`config.mk`:
```
export PLATFORM = sky130hd
export DESIGN_NAME = ccff_chain_loader_flat
export DESIGN_NICKNAME = d
export VERILOG_FILES = /design/src/rtl/ccff_chain_loader_if.sv /design/src/rtl/ccff_chain_loader.sv /design/src/flat_wrapper.sv
export SDC_FILE = /design/constraint.sdc
export NUM_CORES = 1
export LEC_CHECK = 0
export CORE_ASPECT_RATIO = 0.9
export CORE_MARGIN = 4
export CORE_UTILIZATION = 36
export DETAILED_ROUTE_END_ITERATION = 7
export DONT_BUFFER_PORTS = 1
export SETUP_SLACK_MARGIN = 0.02
export SYNTH_ARGS = -nofsm -noshare
export SYNTH_HDL_FRONTEND = slang
export SYNTH_SLANG_ARGS = --single-unit
```
`constraint.sdc`:
```
create_clock -name prog_clk -period 2.2 [get_ports prog_clk]
set_input_delay 0.66 -clock prog_clk [delete_from_list [all_inputs] [get_ports prog_clk]]
set_output_delay 0.66 -clock prog_clk [all_outputs]
set_load 0.05 [all_outputs]
```
`src/rtl/ccff_chain_loader_if.sv`:
```
// rtl/ccff_chain_loader_if.sv - bitstream word handshake between source and chain loader
interface ccff_chain_loader_if #(
  parameter int WORD_W = 8
);
  logic [WORD_W-1:0] cfg_word;
  logic              cfg_valid;
  logic              cfg_ready;

  modport master (output cfg_word, output cfg_valid, input cfg_ready);
  modport slave  (input cfg_word, input cfg_valid, output cfg_ready);
endinterface

```
`src/rtl/ccff_chain_loader.sv`:
```
// rtl/ccff_chain_loader.sv - serialises bitstream words onto a ccff chain head with clock-gate enable
// Optional CRC readback verify of the chain: define CCFF_CHAIN_LOADER_READBACK_EN.
module ccff_chain_loader #(
  parameter int CHAIN_LEN = 10,
  parameter int WORD_W    = 8,
  parameter int CNT_W     = 16
) (
  input  logic               prog_clk,
  input  logic               prog_resetn,
  input  logic               start,
  ccff_chain_loader_if.slave cfg,
  output logic               ccff_head,
  input  logic               ccff_tail,
  output logic               chain_clk_en,
  output logic               busy,
  output logic               done,
  output logic               error
);
  localparam int N_WORDS = (CHAIN_LEN + WORD_W - 1) / WORD_W;
  localparam int SC_W    = $clog2(WORD_W + 1);
  localparam logic [CNT_W-1:0] LEN    = CNT_W'(CHAIN_LEN);
  localparam logic [CNT_W-1:0] NWORDS = CNT_W'(N_WORDS);
  localparam logic [SC_W-1:0]  FULL   = SC_W'(WORD_W);

  typedef enum logic [1:0] {
    IDLE   = 2'd0,
    LOAD   = 2'd1,
`ifdef CCFF_CHAIN_LOADER_READBACK_EN
    VERIFY = 2'd2,
`endif
    DONE   = 2'd3
  } state_t;

  state_t             state, state_next;
  logic [WORD_W-1:0]  sreg, pf_word;
  logic [SC_W-1:0]    sreg_cnt;
  logic               pf_valid;
  logic [CNT_W-1:0]   bit_cnt, word_cnt;
  logic               head_r, en_r, done_r;
  logic               start_load, last_bit, emit, pf_drain, ready, accept;
`ifdef CCFF_CHAIN_LOADER_READBACK_EN
  logic [15:0]        crc_load, crc_rb, crc_rb_next;
  logic [CNT_W-1:0]   vrf_cnt;
  logic               error_r;
`endif

  always_ff @(posedge prog_clk or negedge prog_resetn) begin
    if (!prog_resetn) state <= IDLE;
    else              state <= state_next;
  end

  always_comb begin
    state_next = state;
    start_load = 1'b0;
    busy       = 1'b0;
    emit       = 1'b0;
    pf_drain   = 1'b0;
    ready      = 1'b0;
    last_bit   = (bit_cnt == LEN);
    case (state)
      IDLE, DONE: begin
        state_next = IDLE;
        if (start) begin
          state_next = LOAD;
          start_load = 1'b1;
        end
      end
      LOAD: begin
        busy = 1'b1;
        emit = !last_bit && (sreg_cnt != '0);
        // prefetch refills the shift register on the cycle it runs dry, keeping one bit per cycle
        pf_drain = pf_valid && ((sreg_cnt == '0) || (emit && sreg_cnt == SC_W'(1)));
        ready    = (word_cnt != NWORDS) && (!pf_valid || pf_drain);
`ifdef CCFF_CHAIN_LOADER_READBACK_EN
        if (last_bit) state_next = VERIFY;
`else
        if (last_bit) state_next = DONE;
`endif
      end
`ifdef CCFF_CHAIN_LOADER_READBACK_EN
      VERIFY: begin
        busy = 1'b1;
        if (vrf_cnt == LEN - CNT_W'(1)) state_next = DONE;
      end
`endif
      default: state_next = IDLE;
    endcase
  end

  assign accept        = ready && cfg.cfg_valid;
  assign cfg.cfg_ready = ready;
  assign done          = done_r;

  always_ff @(posedge prog_clk or negedge prog_resetn) begin
    if (!prog_resetn) begin
      sreg     <= '0;
      pf_word  <= '0;
      sreg_cnt <= '0;
      pf_valid <= 1'b0;
      bit_cnt  <= '0;
      word_cnt <= '0;
      head_r   <= 1'b0;
      en_r     <= 1'b0;
      done_r   <= 1'b0;
    end else begin
      en_r <= emit;
      if (start_load) begin
        sreg_cnt <= '0;
        pf_valid <= 1'b0;
        bit_cnt  <= '0;
        word_cnt <= '0;
        done_r   <= 1'b0;
      end else begin
        if (emit) begin
          head_r   <= sreg[WORD_W-1];
          sreg     <= sreg << 1;
          sreg_cnt <= sreg_cnt - SC_W'(1);
          bit_cnt  <= bit_cnt + CNT_W'(1);
        end
        if (pf_drain) begin
          sreg     <= pf_word;
          sreg_cnt <= FULL;
          pf_valid <= 1'b0;
        end
        if (accept) begin
          pf_word  <= cfg.cfg_word;
          pf_valid <= 1'b1;
          word_cnt <= word_cnt + CNT_W'(1);
        end
        if (state_next == DONE) done_r <= 1'b1;
      end
    end
  end

`ifdef CCFF_CHAIN_LOADER_READBACK_EN
  function automatic logic [15:0] crc_step(input logic [15:0] c, input logic b);
    return {c[14:0], 1'b0} ^ ((c[15] ^ b) ? 16'h1021 : 16'h0000);
  endfunction

  assign crc_rb_next = crc_step(crc_rb, ccff_tail);

  always_ff @(posedge prog_clk or negedge prog_resetn) begin
    if (!prog_resetn) begin
      crc_load <= 16'hFFFF;
      crc_rb   <= 16'hFFFF;
      vrf_cnt  <= '0;
      error_r  <= 1'b0;
    end else if (start_load) begin
      crc_load <= 16'hFFFF;
      crc_rb   <= 16'hFFFF;
      vrf_cnt  <= '0;
      error_r  <= 1'b0;
    end else begin
      if (emit) crc_load <= crc_step(crc_load, sreg[WORD_W-1]);
      if (state == VERIFY) begin
        crc_rb  <= crc_rb_next;
        vrf_cnt <= vrf_cnt + CNT_W'(1);
        if (state_next == DONE) error_r <= (crc_rb_next != crc_load);
      end
    end
  end

  // tail fed straight back to head so the chain is restored after a full rotation
  assign ccff_head    = (state == VERIFY) ? ccff_tail : head_r;
  assign chain_clk_en = en_r | (state == VERIFY);
  assign error        = error_r;
`else
  logic unused_tail;
  assign unused_tail  = ccff_tail;
  assign ccff_head    = head_r;
  assign chain_clk_en = en_r;
  assign error        = 1'b0;
`endif
endmodule

```
`src/flat_wrapper.sv`:
```
// flat-port wrapper written by rule: the top's interface ports become plain ports
module ccff_chain_loader_flat 
#(
  parameter int CHAIN_LEN = 10,
  parameter int WORD_W    = 8,
  parameter int CNT_W     = 16
)
  (prog_clk, prog_resetn, start, ccff_head, ccff_tail, chain_clk_en, busy, done, error, cfg_cfg_word, cfg_cfg_valid, cfg_cfg_ready);
  ccff_chain_loader_if #(.WORD_W(WORD_W)) cfg_i ();
  input  logic prog_clk;
  input  logic prog_resetn;
  input  logic start;
  output logic ccff_head;
  input  logic ccff_tail;
  output logic chain_clk_en;
  output logic busy;
  output logic done;
  output logic error;
  input wire logic [$bits(cfg_i.cfg_word)-1:0] cfg_cfg_word;
  input wire logic [$bits(cfg_i.cfg_valid)-1:0] cfg_cfg_valid;
  output wire logic [$bits(cfg_i.cfg_ready)-1:0] cfg_cfg_ready;
  assign cfg_i.cfg_word = cfg_cfg_word;
  assign cfg_i.cfg_valid = cfg_cfg_valid;
  assign cfg_cfg_ready = cfg_i.cfg_ready;
  ccff_chain_loader #(.CHAIN_LEN(CHAIN_LEN), .WORD_W(WORD_W), .CNT_W(CNT_W)) u_core (.prog_clk(prog_clk), .prog_resetn(prog_resetn), .start(start), .cfg(cfg_i), .ccff_head(ccff_head), .ccff_tail(ccff_tail), .chain_clk_en(chain_clk_en), .busy(busy), .done(done), .error(error));
endmodule
```
---- After elaboration in Yosys (flattened, before gate mapping) ----
Index checks and enable logic that the tools add are counted.
storage, ports and cells
  input port bits ......................... 13
  flip-flop bits (word level) ............. 58
  output and inout port bits .............. 6
  logic and storage cells ................. 65
operators by class
  bitwise logic cells ..................... 1
  reduce and logical (&&, ||, !) cells .... 22
  add/subtract/negate cells ............... 3
  multiplexer cells ....................... 23
  eq/ne operators ......................... 6
operators by type and width
  cell                   count
  $mux 16                4
  $add 16x1->16 const B  2
  $eq 16x4->1 const B    1
  $mux 8                 2
  $ne 16x2->1 const B    1
  $mux 1                 12
  $mux 4                 3
  $reduce_bool 2->1      4
  $reduce_and 2->1       3
  $reduce_bool 3->1      2
  $logic_and 1x1->1      5
  $eq 2x2->1 const B     2
  $eq 4x1->1 const B     1
  $logic_not 4->1        1
  $pmux 2 s2             1
  $reduce_bool 4->1      1
  $sub 4x1->4 const B    1
  $eq 2x1->1 const B     1
  $logic_not 1->1        2
  $logic_not 2->1        1
  $logic_or 1x1->1       2
  $mux 2                 1
  $reduce_or 2->1        1
  $not 1->1              1

---- Logic depth before layout (Yosys ltp) ----
Gate-level depths: netlist (run 1).
  word-level depth ........................ 12
  gate-level depth with buffers ........... 9
  gate-level depth less buffers ........... 7

---- Worst setup path before layout (run 1) ----
OpenSTA, ideal clock, no wires.
  path kind ............................... reg-to-output
  start ................................... reg u_core.state[1]
  end ..................................... out cfg_cfg_ready
  data arrival time ....................... 2.395 ns
  cell stages (with the launch flop) ...... 7
  path buffers ............................ 1
  setup slack ............................. -0.855 ns
  data required time ...................... 1.540 ns
  cells stage by stage .................... dfrtp_1 inv_1 ha_1 inv_2 a41oi_2 clkbuf_1 nor2b_1
between the ends
  word-level cells in the longest chain between the ends .. 2
RTL lines
  item                      RTL line                 text
  start: declaration        ccff_chain_loader.sv:34  state_t state, state_next;
  start signal: assignment  ccff_chain_loader.sv:49  else state <= state_next;
  $eq 2x1->1                ccff_chain_loader.sv:60  case (state)
  $mux 1                    ccff_chain_loader.sv:60
  end: declaration          flat_wrapper.sv:21       output wire logic [$bits(cfg_i.cfg_ready)-1:0] cfg_cfg_ready;
No other way between the ends.

---- Worst setup path in the final report (run 1) ----
  start ................................... reg u_core.word_cnt[0]
  end ..................................... out cfg_cfg_ready
between the ends
  word-level cells in the longest chain between the ends .. 3
RTL lines
  item                      RTL line                  text
  start: declaration        ccff_chain_loader.sv:38   logic [CNT_W-1:0] bit_cnt, word_cnt;
  start signal: assignment  ccff_chain_loader.sv:128  word_cnt <= word_cnt + CNT_W'(1);
  $ne 16x2->1               ccff_chain_loader.sv:73   ready = (word_cnt != NWORDS) && (!pf_valid || pf_drain);
  $logic_and 1x1->1         ccff_chain_loader.sv:73
  $mux 1                    ccff_chain_loader.sv:60
No other way between the ends.

==> run summary, run 1 <==
* **result of the run** finished, violations left
* **violated checks** negative setup slack
* **Post-Synthesis Net Count** 334
* **Int Pwr** 3120 µW
* **switching portion of total power** 40.6%
* **Setup crit start kind** register
* **input/output buffers** 0
* **count of routing violations after the opening detailed-route iteration** 167
* **relative contribution of the clock network to total power** 21.3%
* **PD cells** 1400 nW/µm²
* **standard-cell rows** 31
* **register-to-register setup slack** 0.03 ns
* **overall via count from detail_route** 2436
* **RSZ-0062 raised after global routing** true
* **number of global-route vias before repair** 2450
* **transition at the pin with the smallest max-transition slack** 0.591 ns
* **maximum clock insertion buffer count** 2
* **type of the setup path with the least slack** reg2out
* **Final nets** 367
* **width of the die** 105 µm
* **top-level I/O count** 19
* **number of antenna violations at the first check in global routing** 0
* **Initial DRT Pass Iterations** 5
* **Synth Area in Adders** 3.66%
* **minimum clock period after layout** 2.42 ns
* **FF+latch count, synth** 58
* **Static Leakage** 0.00161 µW
* **DP Area** 3440 µm²
* **fin area** 3760 µm²
* **global-route wire length before repair** 11700 µm
* **Worst path max stage delay** 0.34 ns
* **clock latency on the worst-skew pair** 0.34 ns
* **part of the power in registers** 31.5%
* **H-tree depth** 3
* **average wire per cell in the routed design** 14.4 µm
* **kind of end point of the critical path** primary output
* **Area Overhead vs Synth** 22.2%
* **clock sink count** 58
* **number of synthesized flops with an enable pin** 0
* **maximum fanout along the worst path** 4
* **Num CTS Buffers** 9
* **dominant combinational cell family by area after synthesis** simple AND/OR/NAND/NOR gates
* **share of total power in combinational logic** 47.2%
* **pin count of the biggest net entering global routing** 37
* **synth warn** 0
* **area fraction in and, or, nand and nor cells after synthesis** 25.2%
* **Initial Util** 37.6%
* **clock root buffer** clkbuf_8
* **die footprint** 10100 µm²
* **Yosys cell types** 50
* **final setup margin** -0.220 ns
* **share of the synthesized netlist area taken by xor and xnor gates** 4.55%
* **path depth of the worst reg2reg path** 9
* **clock-pin slew on the worst setup and hold paths** 0.08 ns
* **cells along the critical path** inv_1 > ha_1 > nor3b_2 > a41oi_2 > nor2b_4 > buf_12
* **final weighted congestion of routability-driven global placement** 0.817
* **share of layout cells above drive strength 1** 23.1%
* **Hold Path Class** in2async
* **# Max-Cap Violations** 0
* **fmax** 413 MHz
* **worst reg2reg path startpoint** u_core.bit_cnt[0]$_DFFE_PN0P_
* **max_slew headroom** 60.4%
* **number of fillers in the final layout** 758
* **DRC violation count after routing** 0
* **final worst-path cycle share** 110%
* **synthesized-area fraction occupied by ao, oa, aoi and oai cells** 11.2%
* **Avg Cell Area, Syn** 9.87 µm²
* **chip height** 95.7 µm
* **post-detailed-route count of antenna-violating nets** 0
* **final number of hold-violating endpoints** 0
* **multiplexer area fraction after synthesis** 4.59%
* **number of pins with negative max-slew slack in the final report** 0
* **overall global routing resource usage** 14.6%
* **Post-Place Setup Slack** 0.0211 ns
* **total length of routed wires** 6710 µm
* **Mapped Area** 3080 µm²
* **diode insertion count for antenna repair** 0
* **core area** 8180 µm²
* **total congestion overflow** 0
* **Clock Skews** 0.0116 ns
* **Critical-path top delay cell** dfrtp_1
* **Detail Placement HPWL** 4570 µm
* **post-synthesis async set-or-reset flop share** 100%
* **maximum VDD drop** 0.000741 V
* **main flop type after synthesis** dfrtp_1
* **worst endpoint required time** 1.54 ns
* **synthesized netlist cell count** 312
* **count of final setup violators** 1
* **clock tree from TritonCTS** done
* **via/cell ratio** 5.24
* **Net Switching** 2130 µW
* **CP arrival** 1.76 ns
* **fraction of the yosys area taken by sequential cells** 47.2%
* **reg-to-reg critical path endpoint** u_core.pf_word[3]$_DFFE_PN0P_
==> placed cells by master (no fill, tap or decap), drive strengths merged, types with 2 or more instances in the layout <==
cell type,n
dfrtp,58
nor2,43
buf,33
nand2,20
a21oi,19
nand3,18
inv,14
xor2,13
or3,12
nand4,12
o21ai,12
clkbuf,9
mux2,9
ha,9
o22ai,8
nor3,7
nor4,6
or4,5
nor3b,5
and4,3
xnor2,3
o31ai,3
and2,3
and3,3
o211ai,3
a211oi,2
clkinvlp,2
bufinv,2
dlygate4sd3,2
nor4b,2
==> worst max-delay path by stage <==
stage	startpoint	endpoint	cells past startpoint
finish	u_core.word_cnt[0]$_DFFE_PN0P_	cfg_cfg_ready	6
global route	u_core.bit_cnt[0]$_DFFE_PN0P_	cfg_cfg_ready	7
CTS	u_core.bit_cnt[0]$_DFFE_PN0P_	cfg_cfg_ready	7
detailed placement	u_core.sreg_cnt[1]$_DFFE_PN0P_	u_core.pf_word[7]$_DFFE_PN0P_	9
global placement	u_core.sreg_cnt[1]$_DFFE_PN0P_	u_core.pf_word[6]$_DFFE_PN0P_	9
floorplan	u_core.sreg_cnt[0]$_DFFE_PN0P_	cfg_cfg_ready	8
==> synth_stat cells (4+ instances only) <==
cell,count,area [µm²]
a21oi_1,18,90.1
clkbuf_1,7,26.3
dfrtp_1,58,1450
ha_1,9,113
inv_1,11,41.3
mux2_4,8,120
nand2_1,19,71.3
nand3_1,18,90.1
nand4_1,11,68.8
nor2_1,43,161
nor3_1,5,25.0
nor3b_1,4,30.0
nor4_1,4,25.0
o21ai_0,10,50.1
o22ai_1,8,50.1
or3_1,12,75.1
or4_1,5,37.5
xor2_1,13,114
==> through the flow <==
stage	power, µW	cells	setup TNS, ns	utilization (%)	hold WS, ns
final	5250	465	-0.220	46.0	0.152
after global placement	4040	444	0	42.0	0.368
after global routing	5640	465	-1.20	46.0	0.149
after CTS	5360	465	-0.251	45.9	0.000622
after floorplan	3350	312	-0.110	-	0.364
after detailed placement	4110	444	0	42.0	0.368
==> sequential cells by signal, summed over array words and instances (netlist names) <==
signal               flops
u_core.state             2
u_core.ccff_head         1
u_core.done              1
u_core.pf_valid          1
u_core.word_cnt         16
u_core.bit_cnt          16
u_core.sreg_cnt          4
u_core.sreg              8
u_core.pf_word           8
u_core.chain_clk_en      1
==> worst max-delay path: cells and delay by family, from the launching register on <==
family                   cells  cell delay [ns]
adder cells (fa/ha/maj)      1             0.19
AND/OR/NAND/NOR              2             0.40
AO/OA/AOI/OAI                1             0.30
buffers and inverters        2             0.19
flip-flops                   1             0.34
==> cell type report <==
type / count / area (µm²) / share of cell area [%]
multi-input combinational: 229 / 1590 / 42.3
sequential: 58 / 1450 / 38.6
timing repair buffer: 35 / 305 / 8.11
tap: 115 / 144 / 3.82
clock buffer: 9 / 124 / 3.29
clock inverter: 7 / 101 / 2.69
inverter: 12 / 45.0 / 1.20
==> cells by family after synthesis <==
family,count (synthesis)
flops,58
other cells,1
compound gates,52
mux,10
buf+inv,25
fa+ha+maj,9
xor+xnor,16
simple gates,141
==> power groups by stage <==
stage,clock network [µW],registers [µW],logic [µW]
2_1_floorplan,0,1660,1690
3_3_place_gp,0,1660,2380
3_5_place_dp,0,1670,2440
4_1_cts,1140,1660,2560
5_1_grt,1200,1690,2740
6_report,1120,1650,2480
==> repair_timing <==
item                                    CTS  global route
gates resized for setup                   9             3
endpoints found under the setup margin    9            12
endpoints found under the hold margin    36            11
buffers inserted                          3             0
pin swaps                                 4             3
hold buffers                              2             1
==> routing by layer <==
metal | share of wire (%) | global-route usage [%] | vias to the layer above
met5 | 0 | 0 | -
met4 | 1.6 | 5.57 | 0
met3 | 5.0 | 3.96 | 11
met2 | 44 | 21.8 | 49
met1 | 49 | 20.5 | 1185
li1 | - | - | 1191
No activity file was read; power rests on OpenSTA's default activity.
==> run 2: changes to the inputs <==
--- a/config.mk
+++ b/config.mk
@@ -10,6 +10,7 @@
 export CORE_UTILIZATION = 36
 export DETAILED_ROUTE_END_ITERATION = 7
 export DONT_BUFFER_PORTS = 1
+export PLACE_DENSITY = 0.61
 export SETUP_SLACK_MARGIN = 0.02
 export SYNTH_ARGS = -nofsm -noshare
 export SYNTH_HDL_FRONTEND = slang
==> run 2 against run 1 <==
The flow still finishes with violations (negative setup slack). Wire length is 0.10% lower. Hold slack got worse by 0.0011 ns. First-iteration DRC count increased by 21%. Clock power shrank 9.8%. Setup slack worse by 0.039 ns. Critical path type unchanged.
==> run summary, run 2 (same netlist as run 1, synthesis figures left out) <==
* **max_slew headroom** 54.6%, -5.9 points
* **chip height** 95.7 µm, unchanged
* **overall global routing resource usage** 15.0%, +0.36 points
* **highest-count cells in the layout ignoring fill and taps** dfrtp_1, nor2_1, buf_4
* **CP arrival** 1.80 ns, +0.04 ns
* **total length of routed wires** 6710 µm, -0.10%
* **Static Leakage** 0.00160 µW, -0.41%
* **result of the run** finished, violations left
* **input/output buffers** 0, unchanged
* **register-to-register setup slack** 0.08 ns, +0.05 ns
* **share of layout cells above drive strength 1** 22.4%, -0.70 points
* **clock sink count** 58, unchanged
* **Worst setup startpoint** u_core.sreg_cnt[1]$_DFFE_PN0P_
* **total congestion overflow** 0, unchanged
* **final setup margin** -0.259 ns, -0.0387 ns
* **number of antenna violations at the first check in global routing** 0, unchanged
* **# Max-Cap Violations** 0, unchanged
* **Area Overhead vs Synth** 21.9%
* **most common cell after layout, fill and taps aside** dfrtp_1
* **FF/Latch Area** 1450 µm², unchanged
* **kind of end point of the critical path** primary output
* **count of routing violations after the opening detailed-route iteration** 202, +21%
* **Initial DRT Pass Iterations** 4, -1
* **post-detailed-route count of antenna-violating nets** 0, unchanged
* **minimum clock period after layout** 2.46 ns, +0.0387 ns
* **final number of hold-violating endpoints** 0, unchanged
* **average wire per cell in the routed design** 14.4 µm, -0.53%
* **Detail Placement HPWL** 4570 µm, about the same
* **final weighted congestion of routability-driven global placement** 0.803, -1.8%
* **multi-input gate area in the final layout** 1580 µm², -1.0%
* **DRC violation count after routing** 0, unchanged
* **maximum VDD drop** 0.000751 V, +1.3%
* **Crit. path cell count** 7, +1
* **Num CTS Buffers** 9, unchanged
* **endpoint of the most critical setup path** cfg_cfg_ready
* **maximum clock insertion buffer count** 2, unchanged
* **diode insertion count for antenna repair** 0, unchanged
* **width of the die** 105 µm, unchanged
* **count of final setup violators** 1, unchanged
* **PD cells** 1370 nW/µm², -1.7%
* **core area** 8180 µm², unchanged
* **clock tree from TritonCTS** done
* **number of pins with negative max-slew slack in the final report** 0, unchanged
* **die footprint** 10100 µm², unchanged
* **transition at the pin with the smallest max-transition slack** 0.680 ns, +0.0892 ns
* **type of the setup path with the least slack** reg2out
* **pin count of the biggest net entering global routing** 41, +11%
* **number of fillers in the final layout** 781, +3.0%
* **clock-pin slew on the worst setup and hold paths** 0.07 ns, about the same
* **Final nets** 369, +0.54%
* **CP top delay family** simple AND/OR/NAND/NOR gates
* **top-level I/O count** 19, unchanged
* **Post-Place Setup Slack** -0.122 ns, -0.143 ns
* **worst reg2reg path startpoint** u_core.sreg_cnt[1]$_DFFE_PN0P_
* **fmax** 407 MHz, -1.6%
* **overall via count from detail_route** 2464, +1.1%
* **worst hold-check slack** 0.151 ns, -0.00111 ns
* **Hold Path Class** in2async
* **clock root buffer** clkbuf_8
* **Critical-path top delay cell** dfrtp_1
* **cells along the critical path** inv_2 > ha_2 > or3b_4 > nand2_4 > a21oi_4 > nor2b_4 > buf_12
* **buffer and inverter count on the worst path** 2, unchanged
* **RSZ-0062 raised after global routing** true
* **Setup crit start kind** register
* **Worst path max stage delay** 0.40 ns, +0.06 ns
* **clock latency on the worst-skew pair** 0.34 ns, about the same
* **Clock Skews** 0.0126 ns, +0.000938 ns
* **registers with the highest flip-flop counts** u_core.bit_cnt x16, u_core.word_cnt x16
* **H-tree depth** 3, unchanged
* **violated checks** negative setup slack
* **final worst-path cycle share** 112%, +1.8 points
* **Final Total Pwr** 5150 µW, -1.9%
* **maximum fanout along the worst path** 3, -1
* **Initial Util** 37.6%, unchanged
* **via/cell ratio** 5.28, +0.72%
* **path depth of the worst reg2reg path** 9, unchanged
* **standard-cell rows** 31, unchanged
* **number of global-route vias before repair** 2497, +1.9%
* **worst endpoint required time** 1.54 ns, about the same
* **reg-to-reg critical path endpoint** u_core.pf_word[7]$_DFFE_PN0P_
* **utilization after layout** 45.8%, -0.12 points
* **global-route wire length before repair** 12100 µm, +2.8%
==> run 2: metrics by stage <==
stage,setup TNS (ns),cell area [µm²],cells
6_report,-0.259,3750,467
5_1_grt,-0.390,3750,467
4_1_cts,-0.274,3740,466
3_5_place_dp,-0.651,3430,444
3_3_place_gp,-0.249,3430,444
2_1_floorplan,-0.110,3110,312
==> run 2: routing by layer <==
metal  wire length (µm)  part of all wire [%]  up-vias  global-route usage [%]
met5                  0                     0        -                       0
met4                115                   1.7        0                    5.57
met3                327                   4.9       12                    4.63
met2               2950                    44       47                    22.3
met1               3310                    49     1205                    20.6
li1                   -                     -     1200                       -
==> run 2: final cells by class <==
class | count | share of cell area, %
clock buffer | 10 | 3.67
clock inverter | 6 | 1.77
inverter | 12 | 1.20
multi-input combinational | 229 | 42.0
sequential | 58 | 38.7
tap | 115 | 3.83
timing repair buffer | 37 | 8.87
==> run 2: how the worst min path moves through the flow <==
| stage | from | endpoint | slack, ns | cells after the start |
|---|---|---|---|---|
| 2_1_floorplan | prog_resetn | u_core.bit_cnt[0]$_DFFE_PN0P_ | 0.36 | 0 |
| 3_3_place_gp | prog_resetn | u_core.word_cnt[0]$_DFFE_PN0P_ | 0.37 | 0 |
| 3_5_place_dp | prog_resetn | u_core.word_cnt[0]$_DFFE_PN0P_ | 0.37 | 0 |
| 4_1_cts | prog_resetn | u_core.word_cnt[2]$_DFFE_PN0P_ | 0.00002 | 0 |
| 5_1_grt | prog_resetn | u_core.sreg[5]$_DFFE_PN0P_ | 0.15 | 1 |
| 6_report | prog_resetn | u_core.sreg[5]$_DFFE_PN0P_ | 0.15 | 1 |
==> run 2: power breakdown <==
part           switching, µW  total (µW)  internal, µW
Combinational           1360        2480          1120
Sequential               283        1660          1380
Clock                    455        1010           553
==> run 2: worst register-to-register path: cells and delay by family (launching register included) <==
kind                     cells  cell delay (ns)
AND/OR/NAND/NOR              3             0.68
buffers and inverters        3             0.42
flip-flops                   1             0.40
multiplexers                 1             0.29
adder cells (fa/ha/maj)      1             0.16
AO/OA/AOI/OAI                1             0.04
==> run 2: repair_timing <==
item	in CTS	in global routing
hold buffers	4	1
setup endpoints to repair	16	11
hold endpoints to repair	40	8
buffers inserted	2	0
resized for setup	8	1
pin swaps	0	1
==> run 3: changes to the inputs <==
--- a/config.mk
+++ b/config.mk
@@ -10,6 +10,7 @@
 export CORE_UTILIZATION = 36
 export DETAILED_ROUTE_END_ITERATION = 7
 export DONT_BUFFER_PORTS = 1
+export MAX_ROUTING_LAYER = met4
 export PLACE_DENSITY = 0.61
 export SETUP_SLACK_MARGIN = 0.02
 export SYNTH_ARGS = -nofsm -noshare
==> run 3 against run 2 <==
Total power hardly changed. Wire length is 0.33% lower. The run still ends with negative setup slack left. Critical path type unchanged. Global-route usage is 0.37 points higher. Setup slack better by 0.0040 ns.
==> run summary, run 3 (same netlist as run 1, synthesis figures left out) <==
* **result of the run** finished, violations left
* **violated checks** negative setup slack
* **cells along the critical path** inv_2 > ha_2 > or3b_4 > nand2_4 > a21oi_4 > nor2b_4 > buf_12
* **Hold Path Class** in2async
* **registers with the highest flip-flop counts** u_core.bit_cnt x16, u_core.word_cnt x16
* **transition at the pin with the smallest max-transition slack** 0.679 ns, -0.000471 ns
* **minimum clock period after layout** 2.45 ns, -0.00404 ns
* **maximum clock insertion buffer count** 2, unchanged
* **number of pins with negative max-slew slack in the final report** 0, unchanged
* **final number of hold-violating endpoints** 0, unchanged
* **RSZ-0062 raised after global routing** true
* **pin count of the biggest net entering global routing** 41, unchanged
* **multi-input gate area in the final layout** 1580 µm², unchanged
* **global-route wire length before repair** 12000 µm, -0.23%
* **average wire per cell in the routed design** 14.3 µm, -0.33%
* **most common cell after layout, fill and taps aside** dfrtp_1
* **clock latency on the worst-skew pair** 0.34 ns, about the same
* **CP top delay family** simple AND/OR/NAND/NOR gates
* **chip height** 95.7 µm, unchanged
* **total length of routed wires** 6690 µm, -0.33%
* **Setup crit start kind** register
* **core area** 8180 µm², unchanged
* **kind of end point of the critical path** primary output
* **buffer and inverter count on the worst path** 2, unchanged
* **Final nets** 369, unchanged
* **type of the setup path with the least slack** reg2out
* **fin area** 3750 µm², unchanged
* **# Max-Cap Violations** 0, unchanged
* **overall via count from detail_route** 2475, +0.45%
* **CP arrival** 1.79 ns, about the same
* **Static Leakage** 0.00160 µW, unchanged
* **Clock Skews** 0.0130 ns, +0.000389 ns
* **clock sink count** 58, unchanged
* **highest-count cells in the layout ignoring fill and taps** dfrtp_1, nor2_1, buf_4
* **final worst-path cycle share** 112%, -0.18 points
* **count of final setup violators** 1, unchanged
* **count of routing violations after the opening detailed-route iteration** 174, -14%
* **top-level I/O count** 19, unchanged
* **number of fillers in the final layout** 781, unchanged
* **clock root buffer** clkbuf_8
* **maximum VDD drop** 0.000752 V, +0.15%
* **DP Area** 3430 µm², unchanged
* **diode insertion count for antenna repair** 0, unchanged
* **Final Total Pwr** 5140 µW, about the same
* **PD cells** 1370 nW/µm², about the same
* **Area Overhead vs Synth** 21.9%, unchanged
* **clock tree from TritonCTS** done
* **standard-cell rows** 31, unchanged
* **overall global routing resource usage** 15.4%, +0.37 points
* **FF/Latch Area** 1450 µm², unchanged
* **Critical-path top delay cell** dfrtp_1
* **max_slew headroom** 54.6%, about the same
* **worst endpoint required time** 1.54 ns, about the same
* **Num CTS Buffers** 9, unchanged
* **post-route setup TNS** -0.255 ns, +0.00404 ns
* **width of the die** 105 µm, unchanged
* **number of antenna violations at the first check in global routing** 0, unchanged
* **input/output buffers** 0, unchanged
* **Post-Place Setup Slack** -0.122 ns, unchanged
* **final weighted congestion of routability-driven global placement** 0.814, +1.4%
* **Initial Util** 37.6%, unchanged
* **post-detailed-route count of antenna-violating nets** 0, unchanged
* **Initial DRT Pass Iterations** 4, unchanged
* **die footprint** 10100 µm², unchanged
* **H-tree depth** 3, unchanged
* **total congestion overflow** 0, unchanged
* **fmax** 407 MHz, +0.16%
* **Worst path max stage delay** 0.40 ns, about the same
* **via/cell ratio** 5.30, +0.45%
* **DRC violation count after routing** 0, unchanged
* **clock-pin slew on the worst setup and hold paths** 0.07 ns, about the same
* **Detail Placement HPWL** 4570 µm, unchanged
* **final setup margin** -0.255 ns, +0.00404 ns
* **maximum fanout along the worst path** 3, unchanged
* **utilization after layout** 45.8%, unchanged
* **share of layout cells above drive strength 1** 22.4%, unchanged
* **number of global-route vias before repair** 2509, +0.48%
[run 3: cell counts in the layout (fill, tap and decap cells not counted)]
Identical to the previous run, type by type.
[run 3: path summary, 6_finish.rpt]
| check | startpoint | end | slack (ns) | depth (start not counted) |
|---|---|---|---|---|
| max | u_core.sreg_cnt[1]$_DFFE_PN0P_ | cfg_cfg_ready | -0.25 | 7 |
| min | prog_resetn | u_core.state[0]$_DFF_PN0_ | 0.15 | 1 |
| max reg2reg | u_core.sreg_cnt[1]$_DFFE_PN0P_ | u_core.pf_word[7]$_DFFE_PN0P_ | 0.08 | 9 |
| min reg2reg | u_core.pf_word[0]$_DFFE_PN0P_ | u_core.pf_word[0]$_DFFE_PN0P_ | 0.51 | 1 |
| max in group asynchronous | prog_resetn | u_core.word_cnt[13]$_DFFE_PN0P_ | 1.22 | 1 |
| min in group prog_clk | cfg_cfg_word[4] | u_core.pf_word[4]$_DFFE_PN0P_ | 0.46 | 1 |
[run 3: layer usage]
layer	track usage, %	share of wire (%)	up-vias
met1	20.5	50	1210
met5	-	0	-
li1	-	-	1197
met4	6.23	1.8	0
met2	22.4	44	54
met3	4.02	4.8	14
[run 3: metrics by stage]
step | hold WS, ns | instances
finish | 0.155 | 467
global route | 0.153 | 467
CTS | 0.0000240 | 466
detailed placement | 0.367 | 444
global placement | 0.368 | 444
floorplan | 0.364 | 312
[run 3: repair_timing]
item	in CTS	in global routing
pin swaps	0	1
hold buffers	4	1
gates resized for setup	8	1
setup endpoints to repair	16	11
endpoints found under the hold margin	40	8
setup buffers	2	0
[run 3: final cells by class]
class	instances	share of cell area, %
multi-input combinational	229	42.0
clock inverter	6	1.77
tap	115	3.83
sequential	58	38.7
inverter	12	1.20
clock buffer	10	3.67
timing repair buffer	37	8.87
[run 3: report_power, final]
group / internal (µW) / total [µW] / switching, µW
logic: 1120 / 2480 / 1360
registers: 1380 / 1660 / 283
clock network: 553 / 1000 / 451
